===== src/rtl/pc_pkg.sv =====
`default_nettype none
// ============================================================================
//  Module      : pc_pkg
//  Description : Shared constants for the program-counter sequencer: default
//                geometry, the next-PC source select encoding and a log2
//                helper used for the alignment mask and RAS pointer width.
//  Revision    : 1.0 - initial release
// ============================================================================
package pc_pkg;

    localparam int          c_default_width        = 32;
    localparam int          c_default_step         = 4;
    localparam logic [31:0] c_default_reset_vector = 32'h0000_0000;
    localparam int          c_default_ras_depth    = 4;

    // Next-PC source select, listed in priority order (highest first).
    localparam int                 c_sel_w       = 3;
    localparam logic [c_sel_w-1:0] SEL_RET       = 3'd0;
    localparam logic [c_sel_w-1:0] SEL_RET_EMPTY = 3'd1;
    localparam logic [c_sel_w-1:0] SEL_BRANCH    = 3'd2;
    localparam logic [c_sel_w-1:0] SEL_JUMP      = 3'd3;
    localparam logic [c_sel_w-1:0] SEL_HOLD      = 3'd4;
    localparam logic [c_sel_w-1:0] SEL_SEQ       = 3'd5;

    // Ceiling log2; exact for the power-of-two values used here.
    function automatic int log2(input int value);
        int result;
        result = 0;
        for (int i = 0; i < 31; i++) begin
            if ((1 << i) < value) begin
                result = i + 1;
            end
        end
        return result;
    endfunction

endpackage
`default_nettype wire


===== src/rtl/pc_sequencer_ras_stack.sv =====
`default_nettype none
// ============================================================================
//  Module      : ras_stack
//  Description : Circular return-address stack. A push while full overwrites
//                the oldest entry; push+pop in one cycle replaces the top.
//  Ports       : clk, rst_n (async, active low)
//                push, pop, push_data[WIDTH]  -> operation request
//                top_data[WIDTH]              <- current top entry
//                empty, full                  <- occupancy
//                overflow                     <- sticky: push while full
//  Revision    : 1.0 - initial release
// ============================================================================
module ras_stack
    import pc_pkg::*;
#(
    parameter int WIDTH     = c_default_width,
    parameter int RAS_DEPTH = c_default_ras_depth
) (
    input  logic             clk,
    input  logic             rst_n,
    input  logic             push,
    input  logic             pop,
    input  logic [WIDTH-1:0] push_data,
    output logic [WIDTH-1:0] top_data,
    output logic             empty,
    output logic             full,
    output logic             overflow
);

    localparam int c_ptr_w = log2(RAS_DEPTH);
    localparam int c_cnt_w = c_ptr_w + 1;
    localparam logic [c_cnt_w-1:0] c_depth = c_cnt_w'(RAS_DEPTH);

    logic [WIDTH-1:0]   r_mem [RAS_DEPTH];
    logic [c_ptr_w-1:0] r_top;
    logic [c_cnt_w-1:0] r_count;
    logic               r_overflow;

    logic               w_do_pop;
    logic               w_replace;
    logic [c_ptr_w-1:0] w_wr_ptr;

    assign empty    = (r_count == '0);
    assign full     = (r_count == c_depth);
    assign overflow = r_overflow;
    assign top_data = r_mem[r_top];

    // A pop on an empty stack is a no-op; push+pop on a non-empty stack
    // rewrites the top slot in place and leaves pointer and count alone.
    assign w_do_pop  = pop && !empty;
    assign w_replace = push && w_do_pop;
    assign w_wr_ptr  = w_replace ? r_top : r_top + c_ptr_w'(1);

    always_ff @(posedge clk or negedge rst_n) begin
        if (!rst_n) begin
            r_top      <= '0;
            r_count    <= '0;
            r_overflow <= 1'b0;
        end else if (w_replace) begin
            r_top      <= r_top;
        end else if (push) begin
            // Pointer wraps naturally; when full the slot ahead is the oldest.
            r_top <= r_top + c_ptr_w'(1);
            if (full) begin
                r_overflow <= 1'b1;
            end else begin
                r_count <= r_count + c_cnt_w'(1);
            end
        end else if (w_do_pop) begin
            r_top   <= r_top - c_ptr_w'(1);
            r_count <= r_count - c_cnt_w'(1);
        end
    end

    // Storage carries no reset: occupancy is tracked by r_count alone.
    always_ff @(posedge clk) begin
        if (push) begin
            r_mem[w_wr_ptr] <= push_data;
        end
    end

endmodule
`default_nettype wire


===== src/rtl/pc_sequencer.sv =====
`default_nettype none
// ============================================================================
//  Module      : pc_sequencer
//  Description : Registered program counter with configurable step, redirect
//                priority (return > branch > jump), stall hold and an
//                internal circular return-address stack.
//  Ports       : Clk, Reset (async, active low)
//                Stall, BranchTaken/BranchTarget, Jump/JumpTarget, Call, Ret
//                PC (registered), PCAddResult (PC+STEP, combinational)
//                RasEmpty, RasFull, RasOverflow, RasUnderflow, AlignFault
//  Options     : PC_ALIGN_CHECK_EN - when defined, misaligned redirect and
//                return targets are forced to STEP alignment and AlignFault
//                is set (sticky). When undefined AlignFault is tied low.
//  Revision    : 1.0 - initial release
// ============================================================================
module pc_sequencer
    import pc_pkg::*;
#(
    parameter int               WIDTH        = c_default_width,
    parameter int               STEP         = c_default_step,
    parameter logic [WIDTH-1:0] RESET_VECTOR = WIDTH'(c_default_reset_vector),
    parameter int               RAS_DEPTH    = c_default_ras_depth
) (
    input  logic             Clk,
    input  logic             Reset,
    input  logic             Stall,
    input  logic             BranchTaken,
    input  logic [WIDTH-1:0] BranchTarget,
    input  logic             Jump,
    input  logic [WIDTH-1:0] JumpTarget,
    input  logic             Call,
    input  logic             Ret,
    output logic [WIDTH-1:0] PC,
    output logic [WIDTH-1:0] PCAddResult,
    output logic             RasEmpty,
    output logic             RasFull,
    output logic             RasOverflow,
    output logic             RasUnderflow,
    output logic             AlignFault
);

    logic [WIDTH-1:0]   r_pc;
    logic               r_underflow;

    logic [c_sel_w-1:0] w_sel;
    logic [WIDTH-1:0]   w_target;
    logic [WIDTH-1:0]   w_next_pc;
    logic [WIDTH-1:0]   w_pc_add;
    logic [WIDTH-1:0]   w_ras_top;
    logic               w_push;
    logic               w_pop;
    logic               w_underflow_set;

    assign w_pc_add     = r_pc + WIDTH'(STEP);
    assign PC           = r_pc;
    assign PCAddResult  = w_pc_add;
    assign RasUnderflow = r_underflow;

    ras_stack #(
        .WIDTH     (WIDTH),
        .RAS_DEPTH (RAS_DEPTH)
    ) u_ras (
        .clk       (Clk),
        .rst_n     (Reset),
        .push      (w_push),
        .pop       (w_pop),
        .push_data (w_pc_add),
        .top_data  (w_ras_top),
        .empty     (RasEmpty),
        .full      (RasFull),
        .overflow  (RasOverflow)
    );

    // State register: PC and sticky underflow.
    always_ff @(posedge Clk or negedge Reset) begin
        if (!Reset) begin
            r_pc        <= RESET_VECTOR;
            r_underflow <= 1'b0;
        end else begin
            r_pc <= w_next_pc;
            if (w_underflow_set) begin
                r_underflow <= 1'b1;
            end
        end
    end

    // Source select. Redirects win over Stall because they flush fetch.
    always_comb begin
        w_sel = SEL_SEQ;
        if (Ret && !RasEmpty) begin
            w_sel = SEL_RET;
        end else if (Ret) begin
            w_sel = SEL_RET_EMPTY;
        end else if (BranchTaken) begin
            w_sel = SEL_BRANCH;
        end else if (Jump) begin
            w_sel = SEL_JUMP;
        end else if (Stall) begin
            w_sel = SEL_HOLD;
        end
    end

    // Target and RAS controls. Call only counts when Jump is the chosen
    // source, or alongside a successful Ret, where it becomes a top replace.
    always_comb begin
        w_target        = w_pc_add;
        w_push          = 1'b0;
        w_pop           = 1'b0;
        w_underflow_set = 1'b0;
        case (w_sel)
            SEL_RET: begin
                w_target = w_ras_top;
                w_pop    = 1'b1;
                w_push   = Call && Jump;
            end
            SEL_RET_EMPTY: begin
                w_underflow_set = 1'b1;
            end
            SEL_BRANCH: begin
                w_target = BranchTarget;
            end
            SEL_JUMP: begin
                w_target = JumpTarget;
                w_push   = Call;
            end
            SEL_HOLD: begin
                w_target = r_pc;
            end
            default: begin
                w_target = w_pc_add;
            end
        endcase
    end

`ifdef PC_ALIGN_CHECK_EN
    localparam int               c_align_bits = log2(STEP);
    localparam logic [WIDTH-1:0] c_align_mask = WIDTH'((1 << c_align_bits) - 1);

    logic r_align_fault;
    logic w_redirect;
    logic w_misaligned;

    assign w_redirect   = (w_sel == SEL_RET) || (w_sel == SEL_BRANCH) || (w_sel == SEL_JUMP);
    assign w_misaligned = w_redirect && ((w_target & c_align_mask) != '0);
    assign w_next_pc    = w_redirect ? (w_target & ~c_align_mask) : w_target;
    assign AlignFault   = r_align_fault;

    always_ff @(posedge Clk or negedge Reset) begin
        if (!Reset) begin
            r_align_fault <= 1'b0;
        end else if (w_misaligned) begin
            r_align_fault <= 1'b1;
        end
    end
`else
    assign w_next_pc  = w_target;
    assign AlignFault = 1'b0;
`endif

endmodule
`default_nettype wire


===== config.mk =====
export PLATFORM = sky130hd
export DESIGN_NAME = pc_sequencer
export DESIGN_NICKNAME = d
export VERILOG_FILES = /design/src/rtl/pc_pkg.sv /design/src/rtl/pc_sequencer_ras_stack.sv /design/src/rtl/pc_sequencer.sv
export SDC_FILE = /design/constraint.sdc
export NUM_CORES = 1
export LEC_CHECK = 0
export CAP_MARGIN = 20
export CORE_AREA = 2 2 142 144
export DETAILED_ROUTE_END_ITERATION = 8
export DIE_AREA = 0 0 144 146
export GPL_TIMING_DRIVEN = 0
export MAX_ROUTING_LAYER = met4
export PLACE_DENSITY = 0.61
export SLEW_MARGIN = 40
export SYNTH_ARGS = -nofsm -noshare
export SYNTH_HDL_FRONTEND = slang
export SYNTH_SLANG_ARGS = --single-unit

===== constraint.sdc =====
create_clock -name Clk -period 16.6 [get_ports Clk]
set_input_delay 2.49 -clock Clk [delete_from_list [all_inputs] [get_ports Clk]]
set_output_delay 2.49 -clock Clk [all_outputs]
set_load 0.005 [all_outputs]

# Word level (Yosys, flattened, before mapping)
# Memories as Yosys holds them, arrays and structs flattened.
# Cells that the tools add are included.
[word_totals]
latch_bits = 0
elab_cells = 46
n_memories = 1
ramBits = 128
inputBits = 71
romBits = 0
output_inout_bits = 69
reg_bits = 39
[classes]
mul = 0
n_mux = 17
div = 0
add_sub_neg = 5
n_eq_ne = 6
n_reduce_logical = 11
bitwise_logic = 1
magnitude_cmp = 0
shift = 0
[memory_table]
columns = ["memory", "words", "word_bits", "read_ports", "rd_clocked_by_memory_dff", "wr", "line_no", "source"]
rows = [
  ["u_ras.r_mem", 4, 32, 1, 0, 1, "pc_sequencer_ras_stack.sv:34", "logic [WIDTH-1:0] r_mem [RAS_DEPTH];"],
]
[op_table]
columns = ["op", "n"]
rows = [
  ["$pmux W32 S4", 1],
  ["$add A32 B3 Y32 const B", 1],
  ["$mux W3", 7],
  ["$eq A3 B2 Y1 const B", 2],
  ["$eq A3 B3 Y1 const B", 2],
  ["$logic_not A3 Y1", 2],
  ["$mux W2", 3],
  ["$reduce_and A3 Y1", 2],
  ["$mux W1", 5],
  ["$logic_and A1 B1 Y1", 4],
  ["$add A3 B1 Y3 const B", 1],
  ["$eq A3 B1 Y1 const B", 1],
  ["$sub A3 B1 Y3 const B", 1],
  ["$add A2 B1 Y2 const B", 1],
  ["$ne A2 B2 Y1 const B", 1],
  ["$pmux W1 S2", 1],
  ["$reduce_and A2 Y1", 1],
  ["$reduce_bool A2 Y1", 1],
  ["$sub A2 B1 Y2 const B", 1],
  ["$logic_not A1 Y1", 1],
  ["$not A1 Y1", 1],
]

# Depth between registers and ports, before layout
# Gate-level depths: netlist (run 1).
[logic_depth]
word_depth = 11
mapped_depth = 8
ltp_nobuf = 7

# By module
# A second synthesis (run 1) with hierarchy kept.
[hier_totals]
cells_unflattened = 544
hier_area_um2 = 7762.4
[by_module_without_submodules]
columns = ["mod", "instances", "area_each_um2", "cells_each", "seq_area_each_um2"]
rows = [
  ["ras_stack", 1, 5053.6, 216, 3993.8],
  ["pc_sequencer", 1, 2708.8, 328, 825.8],
]

# Worst setup path after synthesis (run 1)
# Ideal clock, no wire load.
[synth_path]
path_type = "in2reg"
start = "input Ret"
end = "memory u_ras.r_mem[1][0] (netlist name), enable pin"
n_path_buf = 3
required_ns = 16.099
setup_ns = 0.501
path_slack_ns = 9.246
arrival_ns = 6.853
stages = 7
cell_sequence = "o31a_1 clkbuf_1 clkbuf_1 buf_1 ha_1 nor2b_1 nor4_1"
[synth_via]
elab_chain_cells = 7
elab_cells_between_ends = 12
[synth_rtl]
columns = ["element", "line_no", "source"]
rows = [
  ["start: declaration", "pc_sequencer.sv:32", "input logic Ret,"],
  ["$mux W3 / $logic_and A1 B1 Y1 (equally long branches)", "pc_sequencer.sv:92, pc_sequencer.sv:90", ""],
  ["$mux W3 *", "pc_sequencer.sv:90", "if (Ret && !RasEmpty) begin"],
  ["branches (longest 5 deep; another with $eq A3 B2 Y1)", "n/a", ""],
  ["end: declaration", "pc_sequencer_ras_stack.sv:34", ""],
]
# Mark *: on every way between the ends.

# Worst setup path after layout (run 1)
[layout_path]
start = "input Ret"
end = "memory u_ras.r_mem[1][21] (netlist name), enable pin"
# The elaborated chain is that of the path after synthesis.

==> run metrics, run 1 <==
top cell type by total area after synthesis edfxtp_1; clk sinks 167; Post-synth EDFFs 128; PwrDens 161 nW/um2; clk slew on worst S/H paths 70 ps; Chip Width 144 um; Setup crit start kind input port; ANT cells 0; DR iter-0 viols 607; io pins 140; CP arrival 6780 ps; fillcell total 1655; clock group share of total power 23.2%; FFs w/ async S/R, synth 23.4%; worst path cell trace clkdlybuf4s50_1, o31a_1, clkbuf_1, clkbuf_1, buf_1, ha_1, nor2b_1, nor4_2, buf_2, buf_2, buf_2, buf_2; Final Skew 9.62 ps; largest net degree at the start of global routing 38; Synth area leaders edfxtp_1, dfrtp_1, mux4_2; most common cell in the synthesized netlist edfxtp_1; outcome finished clean; Final Setup Violations 0; antenna viol nets, final 0; gr usage total 22.3%; # rows 51; VDD IR-drop max 0.0748 mV; CTS tree built; vias in the first global route 5644; worst slew pin tran 812 ps; Via density 5.69; first-pass GRT wire length 33500 um; core area 19300 um2; Worst slew margin 45.8%; CTS Root Buffer Type clkbuf_16; Setup TNS 0 ps; Clock Path Buffers 2; die area 21000 um2; Max Cap Viol 0; Synth Warn # 0; gate count of the mapped netlist 532; most frequent CP cell buf_2; Post-CTS Setup Inserts 0; Max stage delay on crit path 610 ps; min Tclk post-route 6640 ps; CP Max Fanout 10; Clk Latency, worst-skew pair 440 ps; logic gate share of total power 37.5%; post-synth cell types 58; Int Pwr 1.10 mW; Syn Nets 606; Total Routed Length 22000 um; register area 4820 um2; port buffer count 137; NetSw 544 uW; layout net count 783; sequential-to-total area share from yosys stat 62.7%; required time of the worst setup path 16740 ps; Worst setup EP type flip-flop; dpl ws 9540 ps; hpwl dp 15800 um; Crit Path Class in2reg; Synth Register Bits 167; RSZ-0062 raised after global routing false; worst path bufs/invs 8; final hold vios 0; global route total overflow 0; TritonRoute pass-1 iters 8; initial antenna violation count 0; average cell area after synthesis 14.4 um2; H-tree levels 4; Mapped Area 7680 um2; setup ws final 9960 ps; Initial Util 39.7%; fraction of layout cells with a size suffix above 1 16.1%; fmax 0.151 GHz; CP delay by family, top buffers and inverters; CTS Hold Bufs 0; Leak 3.56 nW; commonest cells in the synthesized netlist edfxtp_1, dfrtp_1, nand2_1, mux4_2, a222oi_1; Main synth FF type edfxtp_1; P&R area growth vs syn 32.6%; Die H 146 um; DRC 0; CTS buffer count 17; area share of the largest cell type after synthesis 50.0%; sequential power share 39.3%; Slowest cell on crit path buf_1; switch share 33.1%; Final Cycle Share 40.0%; Multi-input gate area 2670 um2; routed via count 5612; placer congestion estimate 0.808; post-CTS sizing 0; Worst Hold Class reg2reg; final slew viol count 0; per-cell routed wire length 22.3 um
## flip-flops by register name (all words and copies together) (netlist names)
| register | flops |
|---|---|
| u_ras.overflow | 1 |
| u_ras.r_count | 3 |
| u_ras.r_mem | 128 |
| RasUnderflow | 1 |
| PC | 32 |
| u_ras.r_top | 2 |
## per-stage QoR
stage | power [mW] | util, % | std cells | hold WS (ps) | area, um2
after floorplan | 0.960 | - | 532 | 451 | 7680
after global placement | 1.25 | 48.5 | 934 | 440 | 9380
after detailed placement | 1.27 | 49.7 | 955 | 451 | 9620
after CTS | 1.65 | 52.7 | 987 | 467 | 10200
after global routing | 1.73 | 52.7 | 987 | 486 | 10200
final | 1.64 | 52.7 | 987 | 462 | 10200
## final cells by class
type | instances | area share, %
plain buffers | 37 | 1.62
clock buffers | 19 | 4.35
clock inverters | 13 | 1.22
inverters | 15 | 0.553
multi-input cells | 313 | 26.3
flip-flops and latches | 167 | 47.3
well taps | 265 | 3.26
repair buffers | 158 | 15.4
## power groups by stage
stage               logic [mW]  registers, mW  clock network [mW]
global route             0.665          0.656               0.406
finish                   0.616          0.646               0.382
floorplan                0.325          0.634                   0
CTS                      0.622          0.645               0.387
global placement         0.595          0.653                   0
detailed placement       0.619          0.653                   0
## metal layers
layer	vias to the layer above	GRT usage, %	routed length, um
met5	-	-	0
met4	0	6.67	358
met2	212	34.9	10800
met1	2885	29.5	9420
li1	2491	-	-
met3	24	4.64	1410
## worst register-to-register path, cell delays in order (launching register included)
cell and delay, ps:
dfrtp_1 460, o31a_1 140, clkbuf_1 490, clkbuf_1 540, buf_1 610, ha_1 410, nor2b_1 140, nor4_2 570
buf_2 300, buf_2 190, buf_2 190, buf_2 190
## logic make-up after synthesis
family / share of synthesized area (%)
mux: 9.79
buf+inv: 2.88
other cells: 0.0488
compound gates: 12.0
simple gates: 8.16
xor+xnor: 3.76
fa+ha+maj: 0.586
flops: 62.7
## layout by cell type, fill, tap and decap left out, types with 4 or more instances in the layout
master,instances
nor2b_1,4
nand4_1,9
xnor2_1,22
buf_2,23
a22oi_1,7
clkinv_4,4
buf_4,6
and4_1,4
mux4_2,32
clkbuf_1,22
nand3_1,16
nand2_1,33
dfrtp_1,39
clkbuf_16,17
a222oi_1,25
clkdlybuf4s50_1,136
xor2_1,11
o22ai_1,8
and3_1,6
a21o_1,5
o31a_1,12
o21ai_1,4
nor2_1,16
nor3_1,4
o21ai_0,23
a21oi_1,24
inv_1,14
edfxtp_1,128
## path summary, 6_finish.rpt
kind | slack, ps | start | cells after the start | to
min in group asynchronous | 1830 | Reset | 1 | RasUnderflow
setup reg to reg | 12080 | u_ras.r_count[0] | 11 | u_ras.r_mem[1][21]
hold / removal | 460 | RasUnderflow | 1 | RasUnderflow
setup / recovery | 9960 | Ret | 12 | u_ras.r_mem[1][21]
hold reg to reg | 460 | RasUnderflow | 1 | RasUnderflow
max in group asynchronous | 14340 | Reset | 2 | PC[4]
No activity file was read; power rests on OpenSTA's default activity.
==> run 2: changes to the inputs <==
--- a/config.mk
+++ b/config.mk
@@ -11,7 +11,7 @@
 export DIE_AREA = 0 0 144 146
 export GPL_TIMING_DRIVEN = 0
 export MAX_ROUTING_LAYER = met4
-export PLACE_DENSITY = 0.61
+export PLACE_DENSITY = 0.63
 export SLEW_MARGIN = 40
 export SYNTH_ARGS = -nofsm -noshare
 export SYNTH_HDL_FRONTEND = slang
==> constraint.sdc (replaced) <==
create_clock -name Clk -period 5.87 [get_ports Clk]
set_input_delay 0.8805 -clock Clk [delete_from_list [all_inputs] [get_ports Clk]]
set_output_delay 0.8805 -clock Clk [all_outputs]
set_load 0.005 [all_outputs]
==> run 2 against run 1 <==
Compared with the run above:
- cell count stayed put
- first-iteration DRC count down 3.1%
- total power grew to 2.8 times the previous value
- global-route usage shrank 0.57 points
- combinational power rose to 2.8 times the previous value
- largest cell class unchanged
==> run metrics, run 2 (synthesis gave the netlist of run 1 again) <==
Setup crit start kind input port; VDD IR-drop max 0.246 mV; clk slew on worst S/H paths 70 ps; most common cell after layout, fill and taps aside clkdlybuf4s50_1; Slowest cell on crit path buf_1; gr usage total 21.7%; P&R area growth vs syn 32.4%; flop2flop setup slack 1640 ps; worst reg-to-reg path cell count 11; final hold vios 0; CP Max Fanout 10; Final Cycle Share 81.2%; dpl ws 607 ps; outcome finished clean; per-cell routed wire length 22.0 um; H-tree levels 4; worst path cell trace clkdlybuf4s50_1, o31a_1, clkbuf_1, clkbuf_1, buf_1, ha_1, nor2b_1, nor4_2, buf_2, buf_2, buf_2, buf_2; port buffer count 137; Setup TNS 0 ps; most frequent CP cell buf_2; ANT cells 0; first-pass GRT wire length 32800 um; DR iter-0 viols 588; Worst slew margin 47.1%; io pins 140; TritonRoute pass-1 iters 5; Total Routed Length 21700 um; CTS Root Buffer Type clkbuf_16; placer congestion estimate 0.817; total power 4.64 mW; CTS Hold Bufs 0; RR Startpoint u_ras.r_count[1]; Worst setup EP type flip-flop; vias in the first global route 5615; largest net degree at the start of global routing 38; Post-CTS Setup Inserts 0; capturing point of the worst reg2reg path u_ras.r_mem[3][23]; clk sinks 167; Biggest register u_ras.r_mem; core area 19300 um2; Largest register FFs 128; hpwl dp 15800 um; layout net count 783; min Tclk post-route 4770 ps; post-CTS sizing 0; Max Cap Viol 0; Via density 5.58; Final Setup Violations 0; Die H 146 um; CP arrival 4910 ps; CTS tree built; Max stage delay on crit path 570 ps; most frequent cells in the layout clkdlybuf4s50_1, edfxtp_1, dfrtp_1; worst slew pin tran 793 ps; Initial Util 39.7%; required time of the worst setup path 6010 ps; Final Skew 9.86 ps; DRC 0; fmax 0.210 GHz; Chip Width 144 um; routed via count 5504; setup ws final 1100 ps; Clk Latency, worst-skew pair 430 ps; die area 21000 um2; Crit Path Class in2reg; fraction of layout cells with a size suffix above 1 15.9%; final slew viol count 0; global route total overflow 0; initial antenna violation count 0; Worst Hold Class in2async; # rows 51; Clock Path Buffers 2; critical path startpoint Ret; PwrDens 456 nW/um2; antenna viol nets, final 0; RSZ-0062 raised after global routing false; CTS buffer count 17; Leak 3.55 nW
==> run 2: changes by cell type in the layout (fill, tap and decap cells not counted), sizes merged <==
cell and change:
clkbuf -1, clkinv +1
==> run 2: cell type report <==
type                    instances  area [um2]
plain buffers                  37         165
clock buffers                  18         429
clock inverters                14         128
fillers                      1645        9170
inverters                      15        56.3
multi-input cells             313        2670
flip-flops and latches        167        4820
well taps                     265         332
repair buffers                158        1570
==> run 2: critical path, delay by kind of cell <==
kind	cells	cell delay [ps]
AO/OA/AOI/OAI	1	150
AND/OR/NAND/NOR	2	580
buffers and inverters	8	2910
adder cells (fa/ha/maj)	1	400
==> run 2: how the worst max path moves through the flow <==
stage	to	depth (start not counted)
2_1_floorplan	u_ras.r_mem[1][0]	7
3_3_place_gp	u_ras.r_mem[1][23]	8
3_5_place_dp	u_ras.r_mem[3][23]	12
4_1_cts	u_ras.r_mem[3][13]	12
5_1_grt	u_ras.r_mem[1][21]	12
6_report	u_ras.r_mem[3][23]	12
==> run 2: per-stage QoR <==
| step | hold WS, ps | instances | area, um2 | utilization [%] |
|---|---|---|---|---|
| 2_1_floorplan | 451 | 532 | 7680 | - |
| 3_3_place_gp | 440 | 934 | 9380 | 48.5 |
| 3_5_place_dp | 455 | 955 | 9610 | 49.7 |
| 4_1_cts | 218 | 987 | 10200 | 52.6 |
| 5_1_grt | 216 | 987 | 10200 | 52.6 |
| 6_report | 229 | 987 | 10200 | 52.6 |
==> run 2: metal layers <==
metal | global-route usage [%] | share of wire [%]
met5 | - | 0
met4 | 5.78 | 1.3
met3 | 4.11 | 6.7
met2 | 34.8 | 49
met1 | 28.6 | 43
==> run 2: power by group <==
| part | total [mW] | switching [mW] | internal (mW) |
|---|---|---|---|
| registers | 1.83 | 0.225 | 1.61 |
| logic | 1.75 | 0.844 | 0.905 |
| clock network | 1.06 | 0.470 | 0.586 |
